--- config.mk ---
export PLATFORM = sky130hd
export DESIGN_NAME = isp_dgain_bayer
export DESIGN_NICKNAME = d
export VERILOG_FILES = /design/src/rtl/isp_dgain_bayer.sv
export SDC_FILE = /design/constraint.sdc
export NUM_CORES = 1
export LEC_CHECK = 0
export ABC_AREA = 1
export CAP_MARGIN = 30
export CORE_MARGIN = 1.5
export CORE_UTILIZATION = 35
export DETAILED_ROUTE_END_ITERATION = 16
export DONT_BUFFER_PORTS = 1
export SYNTH_ARGS = -nofsm -noshare
export SYNTH_HDL_FRONTEND = slang
export SYNTH_SLANG_ARGS = --single-unit
--- constraint.sdc ---
create_clock -name pclk -period 5.25 [get_ports pclk]
set_input_delay 0.7875 -clock pclk [delete_from_list [all_inputs] [get_ports pclk]]
set_output_delay 0.7875 -clock pclk [all_outputs]
set_load 0.03 [all_outputs]
--- src/rtl/isp_dgain_bayer.sv ---
// Per-Bayer-channel digital gain with signed black-level offset.
// Gains, offset, pattern and enable are latched on each vsync rise.
module isp_dgain_bayer #(
  parameter int BITS      = 8,
  parameter int GAIN_BITS = 8,
  parameter int GAIN_FRAC = 4,
  parameter int WIDTH     = 1280,
  parameter int HEIGHT    = 960
) (
  input  logic                 pclk,
  input  logic                 rst_n,
  input  logic                 enable,
  input  logic [1:0]           bayer,
  input  logic [GAIN_BITS-1:0] gain_r,
  input  logic [GAIN_BITS-1:0] gain_gr,
  input  logic [GAIN_BITS-1:0] gain_gb,
  input  logic [GAIN_BITS-1:0] gain_b,
  input  logic [BITS:0]        offset,
  input  logic                 in_href,
  input  logic                 in_vsync,
  input  logic [BITS-1:0]      in_raw,
  output logic                 out_href,
  output logic                 out_vsync,
  output logic [BITS-1:0]      out_raw
);

  localparam int PW = BITS + GAIN_BITS;
  localparam int SW = PW + 2;
  localparam logic [GAIN_BITS-1:0] UNITY = GAIN_BITS'(1) << GAIN_FRAC;
  localparam logic signed [SW-1:0] RND  = SW'(1) << (GAIN_FRAC - 1);
  localparam logic signed [SW-1:0] MAXV = SW'((1 << BITS) - 1);

  if (GAIN_FRAC < 1 || GAIN_FRAC >= GAIN_BITS ||
      WIDTH < 1 || HEIGHT < 1) begin : g_param_chk
    $error("isp_dgain_bayer: illegal parameters");
  end

  logic                   vs_prev;
  logic                   href_prev;
  logic                   vs_rise;
  logic                   href_fall;
  logic                   en_sh;
  logic [1:0]             bayer_sh;
  logic [GAIN_BITS-1:0]   gr_sh;
  logic [GAIN_BITS-1:0]   ggr_sh;
  logic [GAIN_BITS-1:0]   ggb_sh;
  logic [GAIN_BITS-1:0]   gb_sh;
  logic signed [BITS:0]   off_sh;
  logic                   col_par;
  logic                   row_par;
  logic [1:0]             idx;
  logic [GAIN_BITS-1:0]   gain_sel;

  logic [PW-1:0]          prod1;
  logic [BITS-1:0]        raw1;
  logic                   en1;
  logic signed [BITS:0]   off1;
  logic signed [SW-1:0]   off_ext;
  logic signed [SW-1:0]   sum2;
  logic [BITS-1:0]        raw2;
  logic                   en2;
  logic signed [SW-1:0]   q;
  logic [BITS-1:0]        res;
  logic [2:0]             h_d;
  logic [2:0]             v_d;

  assign vs_rise   = in_vsync & ~vs_prev;
  assign href_fall = href_prev & ~in_href;
  assign idx       = {row_par, col_par} ^ bayer_sh;

  always_comb begin
    gain_sel = gr_sh;
    unique case (idx)
      2'd0: gain_sel = gr_sh;
      2'd1: gain_sel = ggr_sh;
      2'd2: gain_sel = ggb_sh;
      2'd3: gain_sel = gb_sh;
    endcase
  end

  always_ff @(posedge pclk or negedge rst_n) begin
    if (!rst_n) begin
      vs_prev   <= 1'b0;
      href_prev <= 1'b0;
      en_sh     <= 1'b1;
      bayer_sh  <= 2'd0;
      gr_sh     <= UNITY;
      ggr_sh    <= UNITY;
      ggb_sh    <= UNITY;
      gb_sh     <= UNITY;
      off_sh    <= '0;
      col_par   <= 1'b0;
      row_par   <= 1'b0;
    end else begin
      vs_prev   <= in_vsync;
      href_prev <= in_href;
      if (vs_rise) begin
        en_sh    <= enable;
        bayer_sh <= bayer;
        gr_sh    <= gain_r;
        ggr_sh   <= gain_gr;
        ggb_sh   <= gain_gb;
        gb_sh    <= gain_b;
        off_sh   <= $signed(offset);
      end
      if (href_fall)
        col_par <= 1'b0;
      else if (in_href)
        col_par <= ~col_par;
      if (vs_rise)
        row_par <= 1'b0;
      else if (href_fall)
        row_par <= ~row_par;
    end
  end

  // enable and offset travel with the pixel so a frame edge never mixes controls
  assign off_ext = {{(SW-BITS-1){off1[BITS]}}, off1};
  assign q       = sum2 >>> GAIN_FRAC;

  always_comb begin
    res = q[BITS-1:0];
    if (q < 0)
      res = '0;
    else if (q > MAXV)
      res = '1;
  end

  always_ff @(posedge pclk or negedge rst_n) begin
    if (!rst_n) begin
      prod1   <= '0;
      raw1    <= '0;
      en1     <= 1'b0;
      off1    <= '0;
      sum2    <= '0;
      raw2    <= '0;
      en2     <= 1'b0;
      h_d     <= '0;
      v_d     <= '0;
      out_raw <= '0;
    end else begin
      prod1   <= in_raw * gain_sel;
      raw1    <= in_raw;
      en1     <= en_sh;
      off1    <= off_sh;
      sum2    <= $signed({2'b00, prod1}) + (off_ext <<< GAIN_FRAC) + RND;
      raw2    <= raw1;
      en2     <= en1;
      h_d     <= {h_d[1:0], in_href};
      v_d     <= {v_d[1:0], in_vsync};
      out_raw <= h_d[1] ? (en2 ? res : raw2) : '0;
    end
  end

  assign out_href  = h_d[2];
  assign out_vsync = v_d[2];

endmodule

# Word level (Yosys, flattened, before mapping)
# Index checks and enable logic that the tools add are counted.
# word_totals
elab_cells	48
inputBits	56
output_inout_bits	10
regBits	123
# op_classes
magnitude_cmp	2
n_eq_ne	3
n_addsub	2
reduce_logical	3
mux	9
mul	1
bitwise_logic	7
# ops
op	count
two-way mux 8 bit	4
case mux 8 bit (4 select lines)	1
adder 17 x 13 -> 18 bit	1
adder 18 x 5 -> 18 bit (second input constant)	1
multiplier 8 x 8 -> 16 bit	1
greater-than comparator 14 x 9 -> 1 bit (second input constant)	1
< comparator 14 x 1 -> 1 bit (second input constant)	1
equality test 2 bit (second input constant)	2
two-way mux 1 bit	4
inverter 1 bit	4
nonzero test 2 bit	2
AND 1 bit	2
equality test 2 x 1 -> 1 bit (second input constant)	1
zero test 2 bit	1
XOR 2 bit	1

# Depth between registers and ports, before layout
# depth
depth_word	5
depth_mapped	25
mapped_depth_nobuf	25

# Worst setup path before layout
# Ideal clock, no wire load.
# synth_timing
path_type	flip-flop to flip-flop
from	register bayer_sh[1]
to	register prod1[12]
t_required_ns	5.133
synth_period_minus_slack_ns	4.340
path_buffers	0
path_stages_with_launch	22
t_arrival_ns	4.223
setup_slack_ns	0.910
cell_sequence	dfrtp_1 xnor2_1 nand2_1 or2_4 nand2_4 nor2_1 fa_1 inv_1 fa_1 inv_1 fa_1 inv_1 fa_1 inv_1 ha_1 nand2_1 nand2_1 o21bai_1 nand2_1 nand3_1 nand2_1 nand2_1
# synth_via
elab_chain_cells	4
word_cells_on_any_way	7
classes_between	mul (1); eq/ne (3); mux (1); bitwise (1); reduce/logical (1)
# synth_rtl
item	line	text
start: declaration	43	logic [1:0] bayer_sh;
start signal: assignment	99	bayer_sh <= bayer;
XOR 2 bit (*)	69	assign idx = {row_par, col_par} ^ bayer_sh;
equality test 2 bit (tied with other cells)	73	unique case (idx)
case mux 8 bit (4 select lines) (*)	73	
multiplier 8 x 8 -> 16 bit (*)	142	prod1 <= in_raw * gain_sel;
end signal: assignment	142	
end: declaration	54	logic [PW-1:0] prod1;
# Every way passes the cells marked *; elsewhere a longest branch is shown, timed or not.
# A chain may end at the register's enable or synchronous reset.

# Worst setup path in the final report
# layout_timing
from	register bayer_sh[0]
to	register prod1[12]
# Same word-level chain as after synthesis.

==> results.json <==
{
  "die_h_um": 143,
  "start_util_pct": 35.6,
  "fin_cells": 1090,
  "numCtsBuffers": 17,
  "gp_routability_congestion": 0.849,
  "cts_tree": "done",
  "grt_pass1_vias": 5131,
  "synth-seq-cells": 114,
  "multi_input_area_um2": 3550,
  "finalSetupTns_ns": 0,
  "rr_startpoint": "bayer_sh[0]",
  "crit_cells": 20,
  "die_w_um": 143,
  "synth.avg_cell_area_um2": 8.61,
  "final_common_cell": "nand2_1",
  "max_freq_ghz": 0.212,
  "critPathSlowestCell": "fa_1",
  "post_cts_buffers": 0,
  "vias": 4974,
  "grt_setup_unrepaired": "false",
  "dr.pass1.iters": 4,
  "cts_root_buf": "clkbuf_16",
  "cp-start-kind": "flip-flop",
  "cts_buffer_depth": 2,
  "synthArstFlopShare_pct": 100,
  "critPathMaxFanout": 12,
  "routed_wl_um": 14600,
  "crit_start": "bayer_sh[0]",
  "p_total_mw": 5.12,
  "clkSinkCount": 114,
  "io_buffers": 0,
  "cp.arrival_ns": 5.01,
  "synthCells": 801,
  "grtUsageTotal_pct": 15.7,
  "max-vdd-ir-drop_v": 0.000321,
  "period_needed_ns": 4.71,
  "grt_pass1_wl_um": 24800,
  "grt_max_degree": 115,
  "report.final.setup_viol": 0,
  "yosys_warnings": 0,
  "period_share_pct": 89.7,
  "worstPathCellList": "inv_1 > nand2_2 > nand2_4 > nand2_1 > or2_4 > nand2_4 > nor2_1 > fa_1 > fa_1 > fa_1 > inv_1 > fa_1 > inv_1 > ha_1 > a21oi_1 > nor2_1 > nor2_1 > nand3_1 > nand2_1 > nand2_1",
  "critPathTopFamily": "adder cells",
  "dieArea_um2": 20600,
  "antenna_found_initial": 0,
  "htreeDepth": 4,
  "cpMostUsedCell": "fa_1",
  "final_nets": 952,
  "fp-row-count": 51,
  "pwr_density_cell_nw_per_um2": 658,
  "worstRegToRegCells": 20,
  "critPathKind": "reg2reg",
  "ctsHoldBuffers": 0,
  "timing.final.ws_setup_ns": 0.540,
  "synthToLayoutAreaGrowth_pct": 12.9,
  "dp_cells": 1058,
  "post_cts_resized": 0,
  "hold_slack_ns": 0.0630,
  "clk-insertion-delay-late_ns": 0.42,
  "antenna-diode-count": 0,
  "crit_buf_inv": 3,
  "yosysUniqueCellTypes": 32,
  "drc": 0,
  "holdCritPathClass": "in2async",
  "required_ns": 5.55,
  "drtIter0Drc": 197,
  "core_area_um2": 19400,
  "end_kind": "flip-flop",
  "synth_edf_count": 0,
  "nFillCells": 1968,
  "clock_skew_ns": 0.0142,
  "synth_fp_nets": 941,
  "p_leak_nw": 4.13,
  "path_clk_slew_ns": 0.06,
  "synth-main-ff-cell": "dfrtp_1",
  "postRouteAntennaNets": 0,
  "regArea_um2": 2860,
  "slew_headroom_pct": 66.8,
  "slew_viol_final": 0,
  "grt-ovfl-total": 0,
  "ioPinCount": 66,
  "syn_area_um2": 6900,
  "routedWlPerCell_um": 13.4,
  "synth.yosys.seq_area_share_pct": 41.4,
  "final_cell_mix": "nand2_1, inv_1, dfrtp_1, nor2_1, ha_1",
  "maxCapViolations": 0,
  "dp_hpwl_um": 11300,
  "pre_cts_slack_ns": 0.566,
  "critPathMaxStageDelay_ns": 0.54,
  "status": "finished clean",
  "hold_viol": 0,
  "avgViaCountPerCell": 4.56,
  "drive_gt1_share_pct": 8.48,
  "tightest_slew_ns": 0.498
}
## where the power goes
part / internal, mW / switching [mW] / leakage, nW
registers: 1.10 / 0.0957 / 1.38
logic: 1.08 / 1.72 / 2.47
clock network: 0.728 / 0.408 / 0.278
total: 2.90 / 2.22 / 4.13
## metal layers
metal | global-route usage (%) | vias to the layer above | routed length (um)
met1 | 19.6 | 2353 | 6710
met2 | 26.7 | 101 | 6990
met3 | 3.90 | 10 | 771
li1 | - | 2510 | -
met4 | 4.99 | 0 | 116
met5 | 0 | - | 0
## per-stage QoR
stage                     area [um^2]  utilization [%]
after floorplan                  6900                -
after global placement           7200             37.1
after detailed placement         7200             37.1
after CTS                        7790             40.1
after global routing             7790             40.1
final                            7790             40.1
## sequential cells by signal, summed over array words and instances, names as in the netlist
register,flops
en2,1
gr_sh,8
row_par,1
raw1,8
prod1,13
off1,9
col_par,1
h_d,3
raw2,8
off_sh,9
ggr_sh,8
v_d,3
en1,1
sum2,14
gb_sh,8
ggb_sh,8
out_raw,8
en_sh,1
bayer_sh,2
## worst register-to-register path: cells and delay by family (launching register included)
family | cells | cell delay, ns
fa+ha+maj | 5 | 2.45
simple gates | 11 | 1.31
flops | 1 | 0.39
compound gates | 1 | 0.22
buf+inv | 3 | 0.21
## cells by family (layout without fill, tap and decap cells)
group / Yosys count / count (layout) / synth area share, %
compound gates: 54 / 54 / 4.14
xor+xnor: 16 / 16 / 2.03
fa+ha+maj: 84 / 84 / 19.3
buf+inv: 126 / 150 / 7.16
flops: 114 / 114 / 41.4
simple gates: 407 / 407 / 26.0
## cell type report
class	instances	area share, %
clock inverter	10	1.62
inverter	115	5.54
clock buffer	22	5.96
tap	265	4.26
timing repair buffer	3	0.289
sequential	114	36.7
multi-input combinational	561	45.6
## Yosys cell counts (8+ instances only)
library cell	instances	area share, %
a21oi_1	27	2.0
dfrtp_1	109	40
fa_1	37	11
ha_1	47	8.5
inv_1	112	6.1
nand2_1	254	14
nand3_1	43	3.1
nor2_1	67	3.6
o21ai_0	14	1.0
or2_4	8	1.0
xnor2_1	9	1.1
## path summary, 6_finish.rpt
check	slack (ns)	endpoint
max reg2reg	0.54	prod1[12]
min in group pclk	0.34	v_d[2]
max	0.54	prod1[12]
min reg2reg	0.34	v_d[2]
max in group asynchronous	4.94	en_sh
min	0.06	ggb_sh[6]
(Power assumes the default switching activity.)
